**src/rtl/cpu_pkg.sv**
```systemverilog
// Shared CPU definitions: ALUOp encodings for the multi-cycle ops and the
// mult/div sequencer state type.
package cpu_pkg;

  localparam logic [2:0] ALUOP_MUL = 3'b010;
  localparam logic [2:0] ALUOP_DIV = 3'b011;

  typedef enum logic [1:0] {
    MD_IDLE = 2'd0,
    MD_MUL  = 2'd1,
    MD_DIV  = 2'd2,
    MD_DONE = 2'd3
  } muldiv_state_t;

  function automatic logic is_muldiv_op(input logic [2:0] op);
    return (op == ALUOP_MUL) || (op == ALUOP_DIV);
  endfunction

endpackage

```
**src/rtl/muldiv_step.sv**
```systemverilog
// One combinational iteration of the shift-add multiplier (mode=0) or the
// unsigned restoring divider (mode=1); the sequencer registers the outputs.
module muldiv_step #(
  parameter int DATA_W = 16
) (
  input  logic              mode,
  input  logic [DATA_W:0]   acc_in,
  input  logic [DATA_W-1:0] a_in,
  input  logic [DATA_W-1:0] b_in,
  output logic [DATA_W:0]   acc_out,
  output logic [DATA_W-1:0] a_out,
  output logic [DATA_W-1:0] b_out
);

  logic [DATA_W:0]   rem_sh;
  logic [DATA_W:0]   divisor_ext;
  logic [DATA_W-1:0] addend;

  // Divide: a holds the quotient, b the divisor, acc the remainder.
  // Multiply: a holds the multiplicand, b the multiplier, acc the product.
  assign rem_sh      = {acc_in[DATA_W-1:0], a_in[DATA_W-1]};
  assign divisor_ext = {1'b0, b_in};
  assign addend      = b_in[0] ? a_in : '0;

  always_comb begin
    acc_out = acc_in;
    a_out   = a_in;
    b_out   = b_in;
    if (mode) begin
      if (rem_sh >= divisor_ext) begin
        acc_out = rem_sh - divisor_ext;
        a_out   = {a_in[DATA_W-2:0], 1'b1};
      end else begin
        acc_out = rem_sh;
        a_out   = {a_in[DATA_W-2:0], 1'b0};
      end
    end else begin
      acc_out = {1'b0, acc_in[DATA_W-1:0] + addend};
      a_out   = a_in << 1;
      b_out   = b_in >> 1;
    end
  end

endmodule

```
**src/rtl/muldiv_sequencer.sv**
```systemverilog
// Multi-cycle mult/div sequencer beside the EX-stage ALU; stalls the pipeline
// until the result is ready. Define MULDIV_EARLY_OUT_EN to finish op_b==0 at once.
module muldiv_sequencer
  import cpu_pkg::*;
#(
  parameter int DATA_W = 16
) (
  input  logic              clk,
  input  logic              rst,
  input  logic              start,
  input  logic [2:0]        alu_op,
  input  logic [DATA_W-1:0] op_a,
  input  logic [DATA_W-1:0] op_b,
  output logic              stall,
  output logic              done,
  output logic [DATA_W-1:0] result,
  output logic              div_by_zero,
  output muldiv_state_t     dbg_state
);

  localparam int CNT_W = $clog2(DATA_W) + 1;

  muldiv_state_t     state, state_nxt;
  logic [CNT_W-1:0]  cnt;
  logic [DATA_W:0]   acc;
  logic [DATA_W-1:0] a_reg, b_reg;
  logic [DATA_W:0]   acc_nxt;
  logic [DATA_W-1:0] a_nxt, b_nxt;
  logic              is_div;
  logic              early_out;
  logic              load, finish;

  assign is_div    = (state == MD_DIV);
  assign dbg_state = state;

`ifdef MULDIV_EARLY_OUT_EN
  assign early_out = (op_b == '0);
`else
  assign early_out = 1'b0;
`endif

  muldiv_step #(.DATA_W(DATA_W)) u_step (
    .mode    (is_div),
    .acc_in  (acc),
    .a_in    (a_reg),
    .b_in    (b_reg),
    .acc_out (acc_nxt),
    .a_out   (a_nxt),
    .b_out   (b_nxt)
  );

  // Handshake: start is sampled only in IDLE; stall is held high from the
  // accepting cycle through the last iteration and drops on the done cycle.
  always_comb begin
    state_nxt = state;
    stall     = 1'b0;
    done      = 1'b0;
    load      = 1'b0;
    finish    = 1'b0;
    case (state)
      MD_IDLE: begin
        if (start && is_muldiv_op(alu_op)) begin
          stall = 1'b1;
          load  = 1'b1;
          if (early_out)
            state_nxt = MD_DONE;
          else if (alu_op == ALUOP_DIV)
            state_nxt = MD_DIV;
          else
            state_nxt = MD_MUL;
        end
      end
      MD_MUL, MD_DIV: begin
        stall = 1'b1;
        if (cnt == CNT_W'(1)) begin
          finish    = 1'b1;
          state_nxt = MD_DONE;
        end
      end
      MD_DONE: begin
        done      = 1'b1;
        state_nxt = MD_IDLE;
      end
      default: state_nxt = MD_IDLE;
    endcase
  end

  always_ff @(posedge clk) begin
    if (rst) begin
      state       <= MD_IDLE;
      cnt         <= '0;
      acc         <= '0;
      a_reg       <= '0;
      b_reg       <= '0;
      result      <= '0;
      div_by_zero <= 1'b0;
    end else begin
      state <= state_nxt;
      if (load) begin
        cnt   <= CNT_W'(DATA_W);
        acc   <= '0;
        a_reg <= op_a;
        b_reg <= op_b;
        if (early_out) begin
          result      <= (alu_op == ALUOP_DIV) ? '1 : '0;
          div_by_zero <= (alu_op == ALUOP_DIV);
        end
      end else if (state == MD_MUL || state == MD_DIV) begin
        cnt   <= cnt - CNT_W'(1);
        acc   <= acc_nxt;
        a_reg <= a_nxt;
        b_reg <= b_nxt;
        if (finish) begin
          result      <= is_div ? a_nxt : acc_nxt[DATA_W-1:0];
          div_by_zero <= is_div && (b_reg == '0);
        end
      end
    end
  end

endmodule
```
**config.mk**
```make
export PLATFORM = sky130hd
export DESIGN_NAME = muldiv_sequencer
export DESIGN_NICKNAME = d
export VERILOG_FILES = /design/src/rtl/cpu_pkg.sv /design/src/rtl/muldiv_step.sv /design/src/rtl/muldiv_sequencer.sv
export SDC_FILE = /design/constraint.sdc
export NUM_CORES = 1
export LEC_CHECK = 0
export CAP_MARGIN = 20
export CORE_UTILIZATION = 64
export CTS_CLUSTER_DIAMETER = 200
export CTS_CLUSTER_SIZE = 10
export DETAILED_ROUTE_END_ITERATION = 10
export DONT_BUFFER_PORTS = 1
export MAX_ROUTING_LAYER = met4
export PLACE_DENSITY = 0.8
export SLEW_MARGIN = 40
export SYNTH_ARGS = -nofsm -noshare
export SYNTH_HDL_FRONTEND = slang
export SYNTH_SLANG_ARGS = --single-unit
```
**constraint.sdc**
```tcl
create_clock -name clk -period 3.23 [get_ports clk]
set_input_delay 0.323 -clock clk [delete_from_list [all_inputs] [get_ports clk]]
set_output_delay 0.323 -clock clk [all_outputs]
set_load 0.05 [all_outputs]
```
; ---- Yosys cells after proc, flatten, opt, wreduce, memory -nomap -nowiden
; Cells that the tools add are included.
[word_totals]
reg_bits = 72
latchBits = 0
mem_bits_rw = 0
romBits = 0
in_bits = 38
out_inout_bits = 21
n_memories = 0
[op_classes]
add_sub_neg = 3
multipliers = 0
n_div = 0
n_lt_le_gt_ge = 1
n_eq_ne = 9
shifts = 0
n_mux = 23
bitwise_logic = 1
n_reduce_logical = 12
[op_table]
columns = op, n
row1 = $mux 16, 9
row2 = $ge 17x16->1, 1
row3 = $add 16x16->16, 1
row4 = $logic_not 16->1, 1
row5 = $sub 16x16->16, 1
row6 = $mux 5, 2
row7 = $mux 1, 7
row8 = $eq 3x2->1 const B, 2
row9 = $mux 2, 3
row10 = $pmux 2 s3, 1
row11 = $eq 5x1->1 const B, 1
row12 = $sub 5x1->5 const B, 1
row13 = $eq 2x2->1 const B, 2
row14 = $ne 2x2->1 const B, 2
row15 = $reduce_and 2->1, 2
row16 = $reduce_or 2->1, 2
row17 = $reduce_and 3->1, 1
row18 = $eq 2x1->1 const B, 1
row19 = $logic_and 1x1->1, 2
row20 = $logic_not 2->1, 1
row21 = $logic_or 1x1->1, 2
row22 = $ne 2x1->1 const B, 1
row23 = $pmux 1 s2, 1
row24 = $reduce_bool 2->1, 1
row25 = $not 1->1, 1

; ---- Logic depth before layout (Yosys ltp)
; Gate-level depths: netlist of run 1.
[logic_depth]
depth_word = 7
mapped_depth = 12
ltp_nobuf = 11

; ---- By module
; From an unflattened synthesis of run 1, not the netlist that was laid out.
[unflattened]
hier_cells = 665
hier_area_um2 = 5524.0
[by_module_without_submodules]
columns = module, n_inst, cells_per_inst, area_each_um2, seq_area_each_um2
row1 = muldiv_sequencer, 1, 323, 3269.4, 1461.4
row2 = muldiv_step, 1, 342, 2254.7, 0.0

; ---- Worst setup path after synthesis of run 1
; OpenSTA, ideal clock, no wires.
[synth_timing]
kind = reg-to-reg
startpoint = reg b_reg[0]
endpoint = reg acc[14]
arrival_ps = 2499
setup_slack_ps = 588
stages_incl_launch_ff = 11
n_path_buf = 0
synth_period_minus_slack_ps = 2642
path_cell_list = dfxtp_1 -> ha_1 -> inv_1 -> fa_1 -> a211oi_2 -> o21ai_1 -> a221oi_2 -> nor3_1 -> or4_1 -> mux2i_1 -> a221oi_1
[synth_between]
elab_chain_len = 3
word_cells_on_any_way = 6
classes_between = add/sub: 2 / order compare: 1 / mux: 3
[synth_rtl]
columns = item, line_no
row1 = "start, declared", muldiv_sequencer.sv:26  ; logic [DATA_W-1:0] a_reg, b_reg;
row2 = "start signal, assigned", muldiv_sequencer.sv:103  ; b_reg <= op_b;
row3 = "start signal, assigned", muldiv_sequencer.sv:112  ; b_reg <= b_nxt;
row4 = "$mux 16, or another cell as far along", muldiv_step.sv:23  ; assign addend = b_in[0] ? a_in : '0;
row5 = $add 16x16->16 or $mux 16 (tied branches), "muldiv_step.sv:38, muldiv_step.sv:30"
row6 = $mux 16 *, muldiv_step.sv:29  ; if (mode) begin
row7 = "end signal, assigned", muldiv_sequencer.sv:110  ; acc <= acc_nxt;
row8 = "end, declared", muldiv_sequencer.sv:25  ; logic [DATA_W:0] acc;
; Mark *: on every way between the ends. The rest lies on a longest branch, timed or not.
; A chain may end at the register's enable or synchronous reset.

; ---- Worst setup path in the final report of run 1
; Same ends and word-level chain as after synthesis.

==> results.md, run 1 <==
- Status: finished clean
- Worst hold path type: in2reg
- GRT Residual Overflow: 0
- H-tree depth: 3
- DPL Wire Length: 10100 um
- Worst reg2reg setup slack: 0.32 ns
- CTS max path bufs: 2
- Fin crit period: 2.91 ns
- Setup crit end kind: register
- Least-Margin Pin Slew: 0.756 ns
- Worst vdd ir: 0.892 mV
- Synthesized area per cell: 7.91 sq um
- Count leader, synth: nor2_1
- Clock latency on the worst-skew pair: 0.36 ns
- Post-DRT Antenna Nets: 0
- Area growth syn-to-layout: 6.30%
- Reg-to-Reg End: acc[14]
- Initial antenna violation count: 0
- WS Path Type: reg2reg
- WL final: 13300 um
- Vias in the first global route: 4669
- Synth area leaders: dfxtp_1, ha_1, nor2_1
- Clock skew: 0.0116 ns
- Detailed Route Iter0 Violations: 298
- Hold_ws: 0.0313 ns
- Critical Path Start Type: register
- Final TNS setup: 0 ns
- Leakage dissipation: 0.00214 uW
- FMAX: 0.344 GHz
- PD cells: 1110 nW/um^2
- R2R depth: 12
- DIE WIDTH: 91.1 um
- Final net count: 715
- Number of top-level pins: 59
- FF-to-FF Start: b_reg[0]
- Largest net degree at the start of global routing: 48
- WL/cell: 17.9 um
- Final WS setup: 0.321 ns
- Area leader, netlist: dfxtp_1
- Final Cycle Share: 90.1%
- DP Cell Count: 729
- Final Hold Fails: 0
- Critical Path Sink: acc[14]
- CTS tree: built
- Hold buffers post-CTS: 0
- Top cells by count, synth: nor2_1, dfxtp_1, nand2_1
- Clock slew at reported path FFs: 0.09 ns
- Total CTS buffers: 9
- Yosys reg bits: 72
- Synth unique cells: 68
- Post-place setup slack: 0.395 ns
- Post-synth top area share: 28.3%
- Worst-path fanout max: 18
- First-pass DRT Iterations: 6
- Layout Utilization: 70.3%
- Syn nets: 720
- Die height: 91.1 um
- Finished Layout Cells: 745
- Global router's overall resource usage: 34.4%
- Post-synth EDFFs: 0
- FP Rows: 32
- First-pass GRT wire length: 22000 um
- Endpoints failing setup: 0
- Antenna diodes: 0
- Yosys warns: 0
- Placer Congestion: 0.999
- Ys async rst share: 0%
- IO buf count: 0
- Worst setup startpoint: b_reg[0]
- Post-CTS Setup Bufs: 0
- Max cap viols: 0
- Root Driver: clkbuf_8
- CTS resizes: 0
- Relative slew margins: 48.9%
- Final routed DRC violation total: 0
- Layout cells sized above 1: 8.71%
- Clock sink count: 72
- Synthesized cell area: 5080 sq um
- DR vias/cell: 6.37
- Starting Density: 66.1%
- Main flop type after synthesis: dfxtp_1
- Seq/Total Area, Yosys: 28.3%
- Worst Path Required: 3.50 ns
- Placeable Area: 7690 sq um
- Arrival @ worst endpoint: 3.18 ns
- Via count: 4742
- Setup repair after global routing missed its margin: no
- Synth Instances: 643
- DIE AREA: 8310 sq um
- Slew Limit Fails: 0
[cell usage in the layout (no fill, tap or decap), types with 11 or more instances in the layout]
| cell type | instances |
|---|---|
| a311oi_1 | 17 |
| ha_1 | 37 |
| a31oi_1 | 11 |
| a21oi_1 | 40 |
| a211oi_1 | 21 |
| xnor2_1 | 21 |
| o21ai_0 | 24 |
| nand2_1 | 68 |
| mux2i_1 | 28 |
| and2_1 | 14 |
| nor2_1 | 77 |
| inv_1 | 33 |
| buf_4 | 18 |
| nor3_1 | 13 |
| dfxtp_1 | 72 |
[routing by layer]
layer  global-route usage, %  share of wire, %  up-vias
li1                        -                 -     2324
met1                    42.9                45     2253
met2                    57.4                49      138
met3                    4.36               4.2       27
met4                    12.2               2.3        0
met5                       -                 0        -
[metrics by stage]
| stage | area, sq um | power [uW] |
|---|---|---|
| floorplan | 5080 | 4500 |
| global placement | 5210 | 5120 |
| detailed placement | 5210 | 5220 |
| CTS | 5410 | 5960 |
| global route | 5410 | 6430 |
| finish | 5410 | 5990 |
[report_power, final]
group	internal (uW)	leakage [uW]	total (uW)	switching [uW]
combinational	1610	0.00146	3810	2200
clock	362	0.0000968	747	385
sequential	1120	0.000587	1430	307
[cells by family after synthesis]
family          count (synthesis)  share of synthesized area, %
compound gates                185                          25.8
simple gates                  224                          20.3
buf+inv                        68                          5.39
flops                          72                          28.3
fa+ha+maj                      39                          9.89
mux                            30                          5.95
xor+xnor                       25                          4.31
[worst max-delay path: stages (launching register included)]
cell	delay [ns]
dfxtp_1	0.36
buf_4	0.23
and2_1	0.15
ha_1	0.16
inv_1	0.07
fa_1	0.39
nand2b_1	0.20
a21oi_1	0.26
nand2b_1	0.17
a31oi_1	0.17
o21ai_0	0.25
xnor2_1	0.14
a221oi_1	0.28
[worst min path at each step]
stage / to / start / slack (ns) / depth (start not counted)
2_1_floorplan: cnt[1] / cnt[1] / 0.47 / 2
3_3_place_gp: a_reg[0] / rst / 0.39 / 1
3_5_place_dp: a_reg[0] / rst / 0.39 / 1
4_1_cts: a_reg[0] / rst / 0.02 / 1
5_1_grt: a_reg[0] / rst / 0.02 / 1
6_report: a_reg[0] / rst / 0.03 / 1
[final cells by class]
type | count | area, sq um
repair buffers | 18 | 135
fillers | 666 | 2280
clock inverters | 6 | 68.8
well taps | 102 | 128
clock buffers | 10 | 128
multi-input cells | 503 | 3380
inverters | 34 | 128
flip-flops and latches | 72 | 1440
No activity file was read; power rests on OpenSTA's default activity.
==> run 2, diff against run 1 <==
--- a/config.mk
+++ b/config.mk
@@ -13,3 +13,2 @@
 export DONT_BUFFER_PORTS = 1
-export MAX_ROUTING_LAYER = met4
 export PLACE_DENSITY = 0.8
==> constraint.sdc (replaced) <==
create_clock -name clk -period 3.23 [get_ports clk]
set_input_delay 0.4845 -clock clk [delete_from_list [all_inputs] [get_ports clk]]
set_output_delay 0.4845 -clock clk [all_outputs]
set_load 0.05 [all_outputs]
==> run 2 against run 1 <==
Effect of this change: clock skew is 0.0021 ns lower; largest power group unchanged; hold slack better by 0.15 ns; register-to-register slack better by 0.05 ns; flip-flop and latch count stayed put.
==> results.md, run 2 (synthesis gave the netlist of run 1 again) <==
- Setup repair after global routing missed its margin: no
- Layer carrying the most global-route usage: met2
- Worst Path Required: 3.48 ns
- WS Path Type: reg2reg
- Initial antenna violation count: 0
- Placed cell area: 5210 sq um
- Arrival @ worst endpoint: 3.11 ns
- Hold_ws: 0.182 ns
- Number of top-level pins: 59
- Endpoints failing setup: 0
- CTS resizes: 0
- Setup crit end kind: register
- Total CTS buffers: 9
- GR Util met1: 42.7%
- Least-Margin Pin Slew: 0.743 ns
- Max cap viols: 0
- Vias in the first global route: 4687
- DP Cell Count: 729
- Final TNS setup: 0 ns
- Fillers: 657
- Starting Density: 66.1%
- Final Hold Fails: 0
- H-tree depth: 3
- Final net count: 715
- Root Driver: clkbuf_8
- Clock sink count: 72
- DPL Wire Length: 9990 um
- Leakage dissipation: 0.00216 uW
- Post-CTS Setup Bufs: 0
- DIE AREA: 8310 sq um
- DR vias/cell: 6.43
- Status: finished clean
- Post-DRT Antenna Nets: 0
- CTS tree: built
- WL/cell: 18.0 um
- Hold buffers post-CTS: 0
- GRT Residual Overflow: 0
- Most frequent cells in the layout: nor2_1, dfxtp_1, nand2_1
- Final routed DRC violation total: 0
- Worst setup startpoint: a_reg[15]
- Clock skew: 0.00951 ns
- Antenna diodes: 0
- CTS max path bufs: 2
- First-pass DRT Iterations: 5
- Global router's overall resource usage: 33.4%
- Clock latency on the worst-skew pair: 0.36 ns
- Via count: 4774
- Critical Path Start Type: register
- Design Area, Final: 5440 sq um
- GR Layer Usage met3: 5.70%
- Clock slew at reported path FFs: 0.09 ns
- Worst hold path type: in2reg
- Worst-path fanout max: 4
- Final Cycle Share: 88.7%
- FMAX: 0.349 GHz
- First-pass GRT wire length: 22100 um
- Layout cells sized above 1: 8.58%
- Fin crit period: 2.86 ns
- PD cells: 1130 nW/um^2
- FF-to-FF Start: a_reg[15]
- WL final: 13400 um
- Slew Limit Fails: 0
- Hold Crit Start: rst
- Placeable Area: 7690 sq um
- Most common cell after layout, fill and taps aside: nor2_1
- DIE WIDTH: 91.1 um
- Detailed Route Iter0 Violations: 271
- IO buf count: 0
- Die height: 91.1 um
- FP Rows: 32
- Relative slew margins: 49.9%
- Placer Congestion: 0.959
- Area growth syn-to-layout: 6.96%
- Met2 GRT Util: 56.8%
- Largest net degree at the start of global routing: 48
- Finished Layout Cells: 743
- Worst vdd ir: 0.660 mV
==> run 2: power by group <==
group / leakage, uW / switching (uW) / internal, uW / total (uW)
Sequential: 0.000587 / 309 / 1120 / 1430
Combinational: 0.00146 / 2230 / 1620 / 3840
Clock: 0.000112 / 376 / 508 / 883
Total: 0.00216 / 2910 / 3250 / 6160
==> run 2: through the flow <==
stage	util (%)	worst slack [ns]	power, uW
after floorplan	-	0.588	4500
after global placement	67.8	0.524	5130
after detailed placement	67.8	0.445	5210
after CTS	70.8	0.405	6100
after global routing	70.8	0.123	6590
final	70.8	0.366	6160
==> run 2: layer usage <==
layer / vias to the layer above / routed length, um
met5: - / 0
met4: 0 / 255
met3: 25 / 766
met2: 170 / 6430
met1: 2263 / 5910
li1: 2316 / -
==> run 2: path summary, 6_finish.rpt <==
| kind | cells past startpoint | endpoint | slack (ns) |
|---|---|---|---|
| worst min-delay path | 1 | a_reg[0] | 0.18 |
| worst max register to register | 11 | acc[14] | 0.37 |
| worst min register to register | 2 | b_reg[14] | 0.51 |
| worst max-delay path | 11 | acc[14] | 0.37 |
==> run 2: final cells by class <==
class | count | area [sq um] | area share [%]
clock buffers | 9 | 124 | 2.28
clock inverters | 5 | 106 | 1.96
inverters | 34 | 128 | 2.35
multi-input cells | 503 | 3380 | 62.1
flip-flops and latches | 72 | 1440 | 26.5
well taps | 102 | 128 | 2.35
repair buffers | 18 | 135 | 2.48
==> run 2: worst max-delay path: stages (launching register included) <==
cell,delay [ns]
dfxtp_1,0.34
inv_1,0.08
ha_1,0.18
inv_1,0.06
fa_1,0.44
a211oi_2,0.28
o21ai_1,0.14
a221oi_2,0.39
nor3_1,0.09
or4_1,0.51
mux2i_1,0.16
a221oi_1,0.09
